$ cat src/rtl/skullfet_array_tester_pkg.sv
// skullfet_tester_pkg: FSM states, result codes and pattern class offsets for the SkullFET array tester.
package skullfet_tester_pkg;

    typedef enum logic [2:0] {IDLE, DRIVE, SETTLE, CHECK, DONE} state_t;

    localparam logic [3:0] RES_IDLE = 4'h0;
    localparam logic [3:0] RES_BUSY = 4'h1;
    localparam logic [3:0] RES_PASS = 4'h5;
    localparam logic [3:0] RES_FAIL = 4'hE;

    localparam int PAT_ZERO = 0;
    localparam int PAT_ONE  = 1;
    localparam int PAT_ALT  = 2;
    localparam int PAT_NALT = 3;
    localparam int PAT_WALK = 4;

endpackage

$ cat src/rtl/skullfet_array_tester_sync2.sv
// skullfet_sync2: N-bit two-flop synchroniser with asynchronous active-low reset.
module skullfet_sync2 #(
    parameter int W = 1
) (
    input  logic         clk,
    input  logic         resetb,
    input  logic [W-1:0] d,
    output logic [W-1:0] q
);

    logic [W-1:0] meta;

    always_ff @(posedge clk or negedge resetb) begin
        if (!resetb) begin
            meta <= '0;
            q    <= '0;
        end else begin
            meta <= d;
            q    <= meta;
        end
    end

endmodule

$ cat src/rtl/skullfet_array_tester.sv
// skullfet_array_tester: drives a pattern sequence into N_CH inverter cells and checks each output is the inverse.
// Defining SKULLFET_ARRAY_TESTER_FIRST_FAIL_EN adds the first_fail_pat output.
module skullfet_array_tester
    import skullfet_tester_pkg::*;
#(
    parameter  int N_CH          = 8,
    parameter  int SETTLE_CYCLES = 16,
    parameter  int ERR_W         = 8,
    localparam int NUM_PAT       = 4 + N_CH,
    localparam int PAT_W         = $clog2(NUM_PAT)
) (
    input  logic              clk,
    input  logic              resetb,
    input  logic              start,
    input  logic [N_CH-1:0]   inv_out,
    output logic [N_CH-1:0]   inv_in,
    output logic              busy,
    output logic              done,
    output logic              pass,
    output logic [ERR_W-1:0]  err_count,
    output logic [N_CH-1:0]   fail_mask,
    output logic [3:0]        result
`ifdef SKULLFET_ARRAY_TESTER_FIRST_FAIL_EN
    ,
    output logic [PAT_W-1:0]  first_fail_pat
`endif
);

    localparam int CW  = $clog2(N_CH + 1);
    localparam int SW  = (ERR_W > CW ? ERR_W : CW) + 1;
    localparam int CNW = $clog2(SETTLE_CYCLES);
    localparam logic [ERR_W-1:0] ERR_MAX = '1;

    function automatic logic [N_CH-1:0] pattern(input logic [PAT_W-1:0] idx);
        logic [N_CH-1:0] alt;
        for (int i = 0; i < N_CH; i++) alt[i] = (i % 2 == 1);
        return idx == PAT_W'(PAT_ZERO) ? '0 :
               idx == PAT_W'(PAT_ONE)  ? '1 :
               idx == PAT_W'(PAT_ALT)  ? alt :
               idx == PAT_W'(PAT_NALT) ? ~alt :
               N_CH'(1) << (idx - PAT_W'(PAT_WALK));
    endfunction

    function automatic logic [CW-1:0] popcount(input logic [N_CH-1:0] v);
        logic [CW-1:0] c;
        c = '0;
        for (int i = 0; i < N_CH; i++) c = c + CW'(v[i]);
        return c;
    endfunction

    state_t          state;
    logic [PAT_W-1:0] pat_idx;
    logic [CNW-1:0]  cnt;
    logic [N_CH-1:0] sync_out;
    logic [N_CH-1:0] mismatch;
    logic [N_CH-1:0] mask_next;
    logic [SW-1:0]   sum;
    logic [ERR_W-1:0] err_next;

    skullfet_sync2 #(.W(N_CH)) u_sync (
        .clk    (clk),
        .resetb (resetb),
        .d      (inv_out),
        .q      (sync_out)
    );

    // A cell is bad when its output equals its input.
    always_comb begin
        mismatch  = ~(sync_out ^ inv_in);
        mask_next = fail_mask | mismatch;
        sum       = SW'(err_count) + SW'(popcount(mismatch));
        err_next  = sum > SW'(ERR_MAX) ? ERR_MAX : ERR_W'(sum);
    end

    always_ff @(posedge clk or negedge resetb) begin
        if (!resetb) begin
            state     <= IDLE;
            pat_idx   <= '0;
            cnt       <= '0;
            inv_in    <= '0;
            busy      <= 1'b0;
            done      <= 1'b0;
            pass      <= 1'b0;
            err_count <= '0;
            fail_mask <= '0;
            result    <= RES_IDLE;
`ifdef SKULLFET_ARRAY_TESTER_FIRST_FAIL_EN
            first_fail_pat <= '1;
`endif
        end else begin
            done <= 1'b0;
            case (state)
                IDLE, DONE: begin
                    if (start) begin
                        state     <= DRIVE;
                        pat_idx   <= '0;
                        busy      <= 1'b1;
                        pass      <= 1'b0;
                        err_count <= '0;
                        fail_mask <= '0;
                        result    <= RES_BUSY;
`ifdef SKULLFET_ARRAY_TESTER_FIRST_FAIL_EN
                        first_fail_pat <= '1;
`endif
                    end
                end
                DRIVE: begin
                    inv_in <= pattern(pat_idx);
                    cnt    <= CNW'(SETTLE_CYCLES - 1);
                    state  <= SETTLE;
                end
                SETTLE: begin
                    if (cnt == '0) state <= CHECK;
                    else cnt <= cnt - 1'b1;
                end
                CHECK: begin
                    err_count <= err_next;
                    fail_mask <= mask_next;
`ifdef SKULLFET_ARRAY_TESTER_FIRST_FAIL_EN
                    if (first_fail_pat == '1 && mismatch != '0) first_fail_pat <= pat_idx;
`endif
                    if (pat_idx == PAT_W'(NUM_PAT - 1)) begin
                        state  <= DONE;
                        inv_in <= '0;
                        busy   <= 1'b0;
                        done   <= 1'b1;
                        pass   <= mask_next == '0;
                        result <= mask_next == '0 ? RES_PASS : RES_FAIL;
                    end else begin
                        pat_idx <= pat_idx + 1'b1;
                        state   <= DRIVE;
                    end
                end
                default: state <= IDLE;
            endcase
        end
    end

endmodule
$ cat config.mk
export PLATFORM = sky130hd
export DESIGN_NAME = skullfet_array_tester
export DESIGN_NICKNAME = d
export VERILOG_FILES = /design/src/rtl/skullfet_array_tester_pkg.sv /design/src/rtl/skullfet_array_tester_sync2.sv /design/src/rtl/skullfet_array_tester.sv
export SDC_FILE = /design/constraint.sdc
export NUM_CORES = 1
export LEC_CHECK = 0
export BUFFER_PORTS_ARGS = -buffer_cell sky130_fd_sc_hd__buf_4
export CAP_MARGIN = 40
export CORE_MARGIN = 4
export CORE_UTILIZATION = 45
export DETAILED_ROUTE_END_ITERATION = 10
export GPL_TIMING_DRIVEN = 0
export PLACE_DENSITY = 0.71
export SYNTH_ARGS = -nofsm -noshare
export SYNTH_HDL_FRONTEND = slang
export SYNTH_SLANG_ARGS = --single-unit
$ cat constraint.sdc
create_clock -name clk -period 5.4 [get_ports clk]
set_input_delay 0.54 -clock clk [delete_from_list [all_inputs] [get_ports clk]]
set_output_delay 0.54 -clock clk [all_outputs]
set_load 0.1 [all_outputs]
# Word level (Yosys, flattened, before mapping)
# Index checks and enable logic that the tools add are counted.
# classes
bitwise	3
n_mux	31
addsub	11
reduce_logical	14
n_lt_le_gt_ge	1
eq_ne	13
n_shift	1
# ops
operator	count
8-bit 2-to-1 mux	7
8-bit case mux with 2 select lines	3
4-bit 2-to-1 mux	6
4-bit case mux with 2 select lines	3
4-bit by 1-bit adder with 4-bit output	4
3-bit case mux with 4 select lines	1
2-bit inequality test, second input constant	5
8-bit by 4-bit adder with 9-bit output	1
9-bit by 8-bit greater-than comparator with 1-bit output, second input constant	1
3-bit 2-to-1 mux	3
4-bit by 2-bit == test with 1-bit output, second input constant	2
4-bit zero test	2
8-bit zero test	1
8-bit inverter	1
8-bit bitwise OR	1
2-bit AND reduction	4
1-bit by 4-bit << shifter with 8-bit output, first input constant	1
8-bit XOR	1
3-bit by 2-bit == test with 1-bit output, second input constant	2
1-bit 2-to-1 mux	6
3-bit AND reduction	2
2-bit nonzero test	3
3-bit by 1-bit adder with 4-bit output	1
4-bit by 1-bit adder with 4-bit output, second input constant	1
11 further kinds	12
# word_totals
in_bits	11
wordCells	86
out_inout_bits	31
ff_bits	58

# Longest topological paths before layout
# Gate-level depths: netlist of run 1.
# logic_depth
word_depth	13
depth_mapped	12
mapped_depth_nobuf	12

# Modules after synthesis
# A second synthesis of run 1 with hierarchy kept.
# unflattened
cells_unflattened	255
area_unflattened_um2	2765.2
# by_module_without_submodules
mod	instances	area_each_um2	seq_area_each_um2	cells_per_inst
skullfet_array_tester	1	2364.8	1026.0	239
skullfet_sync2	1	400.4	400.4	16

# Worst setup path after synthesis of run 1
# No wires, ideal clock.
# synth_timing
path_kind	register to register
startpoint	register inv_in[0]
endpoint	register err_count[5]
t_required_ns	5.278
synth_period_minus_slack_ns	4.526
arrival_time_ns	4.404
setup_ns	0.122
path_buffers	0
path_slack_ns	0.874
stages_incl_launch_ff	13
cell_sequence	dfrtp_1 > xnor2_1 > fa_1 > inv_1 > fa_1 > inv_1 > fa_1 > fa_1 > fa_1 > nand3_1 > a21oi_1 > or3_1 > o211a_1
# synth_via
elab_chain_cells	13
# synth_lines
item	line	rtl
from (decl)	skullfet_array_tester.sv:16	output logic [N_CH-1:0] inv_in,
from (signal assigned)	skullfet_array_tester.sv:108	inv_in <= pattern(pat_idx);
8-bit XOR *	skullfet_array_tester.sv:69	mismatch = ~(sync_out ^ inv_in);
8-bit inverter *	skullfet_array_tester.sv:69	
1-bit by 1-bit adder with 2-bit output *	skullfet_array_tester.sv:47	for (int i = 0; i < N_CH; i++) c = c + CW'(v[i]);
2-bit by 1-bit adder with 3-bit output *	skullfet_array_tester.sv:47	
3-bit by 1-bit adder with 4-bit output *	skullfet_array_tester.sv:47	
4-bit by 1-bit adder with 4-bit output * (4 in a row)	skullfet_array_tester.sv:47	
8-bit by 4-bit adder with 9-bit output *	skullfet_array_tester.sv:71	sum = SW'(err_count) + SW'(popcount(mismatch));
9-bit by 8-bit greater-than comparator with 1-bit output	skullfet_array_tester.sv:72	err_next = sum > SW'(ERR_MAX) ? ERR_MAX : ERR_W'(sum);
8-bit 2-to-1 mux *	skullfet_array_tester.sv:72	
8-bit case mux with 2 select lines *	skullfet_array_tester.sv:92	case (state)
to (signal assigned)	skullfet_array_tester.sv:117	err_count <= err_next;
to (decl)	skullfet_array_tester.sv:20	output logic [ERR_W-1:0] err_count,
# Mark *: on every way between the ends. The rest lies on a longest branch, timed or not.
# A chain may end at the register's enable or synchronous reset.

# Worst setup path after layout of run 1
# Ends and elaborated chain as after synthesis.

==> flow_summary.yaml, run 1 <==
run_status:
  status: "complete, no violations"
die:
  start_util_pct: 46.5
  ios: 42
  placement_rows: 28
  dieArea_um2: 7470
  die_w_um: 86.4
  coreArea_um2: 5960
  die_y_um: 86.4
worst_setup_path:
  path_delay_family: "adder cells"
  worst-path-stages: 12
  regToRegSetupSlack_ns: 1.22
  worst_path_most_repeated_cell: "fa_1"
  regToRegEndpoint: "err_count[5]"
  reg2reg_from: "inv_in[0]"
  crit_type: "flip-flop to flip-flop"
  slowest_stage: "fa_1"
  crit_buf_inv: 2
  path_max_fanout: 5
  start_kind: "flip-flop"
  crit_path_max_incr_delay_ns: 0.51
  worstSetupEndpointType: "flip-flop"
  crit_arrival_ns: 4.41
  r2r_cells: 12
  crit_chain: "xnor2_1, fa_1, inv_1, fa_1, inv_1, fa_1, fa_1, fa_1, nand3_1, a21oi_1, or3_1, o211a_1"
  worstSetupStartpoint: "inv_in[0]"
  setup.worst_path.end: "err_count[5]"
  required_ns: 5.62
synth:
  synth_top_area_cell: "dfrtp_1"
  seq_area_frac_synth_pct: 51.5
  synth_ff_type: "dfrtp_1"
  synthCells: 259
  synth_top_area_share_pct: 51.5
  async_reset_ff_share_pct: 100
  yosysWarnings: 0
  syn_avg_cell_area_um2: 10.7
  synth_edf_count: 0
  syn_nets: 290
  ys_ff_latch: 57
  yosysUniqueCellTypes: 49
  yosys-top-cells-area: "dfrtp_1, ha_1, a21oi_1"
  syn-cell-area_um2: 2770
route:
  antenna_left: 0
  wire_per_inst_um: 15.1
  drtIter0Drc: 166
  viasPerCell: 5.33
  routed_wl_um: 5890
  first_pass_iters: 4
  drc: 0
  via_count: 2080
cells_and_area:
  num_antenna_cells: 0
  layout.nets: 342
  final_cell_mix: "dfrtp_1, buf_4, nand2_1, nor2_1, a21oi_1"
  syn2layout_area_growth_pct: 22.8
  fillers: 512
  drive_above_1_share_pct: 21.0
  design_area_um2: 3400
  layout_commonest_cell: "dfrtp_1"
grt:
  grt_pass1_wl_um: 10100
  antenna_found_initial: 0
  grt_usage_pct: 17.4
  grt_overflow: 0
  grt_pass1_vias: 2067
  grt_max_degree: 58
clock_network:
  clk_latency_ns: 0.33
  hold_buffers: 0
  cts.path.max_buffers: 2
  cts-resized-gates: 0
  cts_sinks: 57
  cts_tree: "built"
  postCtsSetupBuffers: 0
  cts_made_buffers: 9
  clkTransAtPathRegs_ns: 0.06
  htree_levels: 3
  cts_root_buf: "clkbuf_8"
timing:
  setup_viol: 0
  finClkSkew_ns: 0.00781
  totalNegativeSetupSlack_ns: 0
  drv_slew: 0
  maxSlewHeadroom_pct: 53.0
  worstMarginPinSlew_ns: 0.705
  rsz0062_at_grt: "false"
  hold_viol: 0
  fmax_ghz: 0.239
  period_share_pct: 77.5
  fin_crit_ns: 4.18
place:
  placed_area_um2: 3170
  gp_congestion: 0.877
  dp_hpwl_um: 4220
  io_buffers: 41
min_path:
  min_path_type: "primary input to async pin"
run:
  cap_violations: 0
-- synth_stat cells, types with 4 or more instances --
cell and n:
inv_1 13, fa_1 5, nand2_1 22, nand3_1 10, dfrtp_1 57, xnor2_1 7, a21oi_1 22, a31oi_1 4
nor3_1 5, o21ai_0 13, nor2_1 22, a21o_1 4, ha_1 15, buf_2 4
-- how the worst min path moves through the flow --
stage | endpoint | from
after floorplan | busy | resetb
after global placement | u_sync.q[2] | u_sync.meta[2]
after detailed placement | u_sync.q[1] | u_sync.meta[1]
after CTS | fail_mask[1] | resetb
after global routing | u_sync.meta[2] | inv_out[2]
final | err_count[4] | resetb
-- sequential cells by signal (all words and copies together) (netlist names), 4 cells and up --
signal       count
cnt              4
err_count        8
fail_mask        8
inv_in           8
pat_idx          4
u_sync.meta      8
u_sync.q         8
-- final cells by class --
type	count	area, um2	area share, %
Buffer	8	38.8	1.14
Timing Repair Buffer	41	308	9.05
Tap cell	75	93.8	2.76
Inverter	13	48.8	1.44
Multi-Input combinational cell	181	1250	36.9
Clock inverter	2	60.1	1.77
Sequential cell	57	1430	42.0
Clock buffer	13	169	4.97
-- stage by stage --
step / worst slack (ns) / cells / utilization [%] / hold slack (ns)
finish: 1.22 / 390 / 57.1 / 0.259
global route: 1.04 / 390 / 57.1 / 0.291
CTS: 1.23 / 390 / 57.1 / 0.277
detailed placement: 1.28 / 375 / 53.2 / 0.335
global placement: 1.28 / 375 / 53.2 / 0.332
floorplan: 0.874 / 259 / - / 0.244
-- logic make-up (layout without fill, tap and decap cells) --
kind of cell             after synthesis  count (layout)  synth area share [%]
AND/OR/NAND/NOR                       86              86                  16.6
AO/OA/AOI/OAI                         62              62                  13.6
flip-flops                            57              57                  51.5
buffers and inverters                 21              77                  3.16
adder cells (fa/ha/maj)               20              20                  10.4
XOR/XNOR                              12              12                  4.34
multiplexers                           1               1                 0.362
-- routing by layer --
metal | GRT usage [%] | part of all wire (%) | wire length [um]
met1 | 23.4 | 45 | 2640
met2 | 26.7 | 48 | 2850
met3 | 3.61 | 5.2 | 307
met4 | 8.64 | 1.5 | 86
met5 | 0 | 0 | 0
Power of run 1 is left out: the tool's default activity adds up to more than one toggle a clock period on the data nets, which glitch-free logic cannot reach.
==> run 2: changes to the inputs <==
--- a/config.mk
+++ b/config.mk
@@ -11,7 +11,7 @@
 export CORE_UTILIZATION = 45
 export DETAILED_ROUTE_END_ITERATION = 10
 export GPL_TIMING_DRIVEN = 0
-export PLACE_DENSITY = 0.71
+export PLACE_DENSITY = 0.74
 export SYNTH_ARGS = -nofsm -noshare
 export SYNTH_HDL_FRONTEND = slang
 export SYNTH_SLANG_ARGS = --single-unit
==> constraint.sdc (replaced) <==
create_clock -name clk -period 3.75 [get_ports clk]
set_input_delay 0.375 -clock clk [delete_from_list [all_inputs] [get_ports clk]]
set_output_delay 0.375 -clock clk [all_outputs]
set_load 0.1 [all_outputs]
==> run 2 against run 1 <==
Die area stayed put. Register-to-register slack worse by 1.2 ns. Global-route usage shrank 0.45 points. Final cell count rose by 0.51%. Largest cell class unchanged. Sequential share of layout area about the same. Fmax increased by 13%. Critical path depth stayed put. Sequential cell count unchanged. Via count decreased by 0.19%.
==> flow_summary.yaml, run 2 (synthesized netlist as in run 1, its figures left out) <==
clock_network:
  cts_tree: "built"
  clk_latency_ns: 0.33
  cts_root_buf: "clkbuf_8"
  htree_levels: 3
  cts.path.max_buffers: 2
  hold_buffers: 0
  cts_made_buffers: 9
  clkTransAtPathRegs_ns: 0.07
  cts_sinks: 57
timing:
  holdWs_ns: 0.0942
  setup_viol: 0
  period_share_pct: 98.9
  maxSlewHeadroom_pct: 53.3
  finClkSkew_ns: 0.00738
  rsz0062_at_grt: "true"
  totalNegativeSetupSlack_ns: 0
  fmax_ghz: 0.270
  hold_viol: 0
  worstMarginPinSlew_ns: 0.700
  fin_crit_ns: 3.71
  drv_slew: 0
cells_and_area:
  drive_above_1_share_pct: 24.9
  layout_commonest_cell: "dfrtp_1"
  fin_cells: 392
  num_antenna_cells: 0
  syn2layout_area_growth_pct: 23.6
  final_cell_mix: "dfrtp_1, buf_4, nand2_1, nor2_1, a21oi_1"
  layout.nets: 343
route:
  via_count: 2076
  viasPerCell: 5.30
  routed_wl_um: 5820
  wire_per_inst_um: 14.9
  antenna_left: 0
  drc: 0
  drtIter0Drc: 114
  first_pass_iters: 4
worst_setup_path:
  reg2reg_from: "inv_in[2]"
  crit_arrival_ns: 3.93
  worst_path_most_repeated_cell: "fa_1"
  required_ns: 3.97
  crit_type: "flip-flop to flip-flop"
  slowest_stage: "dfrtp_4"
  r2r_cells: 12
  worstSetupStartpoint: "inv_in[2]"
  regToRegSetupSlack_ns: 0.04
  crit_chain: "xnor2_4, fa_1, inv_1, fa_1, inv_1, fa_1, fa_2, fa_2, nand3_2, a21oi_2, or3_1, o211a_1"
  worstSetupEndpointType: "flip-flop"
  regToRegEndpoint: "err_count[5]"
  path_max_fanout: 5
  crit_path_max_incr_delay_ns: 0.52
  setup.worst_path.end: "err_count[5]"
  start_kind: "flip-flop"
die:
  dieArea_um2: 7470
  ios: 42
  placement_rows: 28
  die_y_um: 86.4
  die_w_um: 86.4
  coreArea_um2: 5960
  start_util_pct: 46.5
grt:
  grt_pass1_vias: 2131
  grt_max_degree: 58
  grt_usage_pct: 16.9
  grt_overflow: 0
  grt_pass1_wl_um: 9850
  antenna_found_initial: 0
place:
  io_buffers: 41
  dpl.cell_count: 375
  dp_hpwl_um: 4280
  gp_congestion: 0.867
run:
  cap_violations: 0
run_status:
  status: "complete, no violations"
min_path:
  min_path_type: "primary input to async pin"
==> run 2: changes by cell type in the layout (fill, tap and decap cells not counted), sizes merged <==
cell,before,now
clkinv,0,3
bufinv,2,0
inv,13,14
buf,46,47
clkinvlp,0,2
clkbuf,16,13
==> run 2: cell type report <==
cell class / instances / area, um2
sequential: 57 / 1440
multi-input combinational: 181 / 1310
buffer: 8 / 38.8
inverter: 13 / 48.8
clock inverter: 6 / 42.5
tap: 75 / 93.8
clock buffer: 10 / 138
fill: 518 / 2530
timing repair buffer: 42 / 315
==> run 2: what timing repair did <==
| action | in CTS | in global routing |
|---|---|---|
| endpoints found under the setup margin | 1 | 2 |
| buffers inserted | 1 | 0 |
| pin swaps | 2 | 0 |
| gates resized for setup | 0 | 1 |
==> run 2: worst min path at each step <==
stage / from / endpoint / slack [ns] / depth (start not counted)
floorplan: resetb / busy / 0.08 / 0
global placement: u_sync.meta[6] / u_sync.q[6] / 0.33 / 0
detailed placement: u_sync.meta[1] / u_sync.q[1] / 0.33 / 0
CTS: resetb / busy / 0.12 / 1
global route: inv_out[3] / u_sync.meta[3] / 0.13 / 1
finish: resetb / done / 0.09 / 1
==> run 2: worst max-delay path: cells and delay by family (launching register included) <==
| family | cells | cell delay, ns |
|---|---|---|
| AO/OA/AOI/OAI | 2 | 0.22 |
| XOR/XNOR | 1 | 0.16 |
| adder cells (fa/ha/maj) | 5 | 2.20 |
| buffers and inverters | 2 | 0.10 |
| flip-flops | 1 | 0.52 |
| AND/OR/NAND/NOR | 2 | 0.40 |
==> run 2: per-stage QoR <==
step | setup WS [ns] | cell area [um2] | util, %
6_report | 0.0422 | 3420 | 57.5
5_1_grt | -0.0928 | 3420 | 57.5
4_1_cts | 0.0162 | 3420 | 57.4
3_5_place_dp | 0.0118 | 3230 | 54.2
3_3_place_gp | 0.0681 | 3230 | 54.2
2_1_floorplan | -0.00705 | 2830 | -
==> run 2: layer usage <==
metal,share of wire [%],GRT usage (%)
met5,0,0
met4,1.1,6.09
met3,4.3,3.90
met2,50,27.1
met1,44,22.6
Power of run 2 is left out for the same reason.
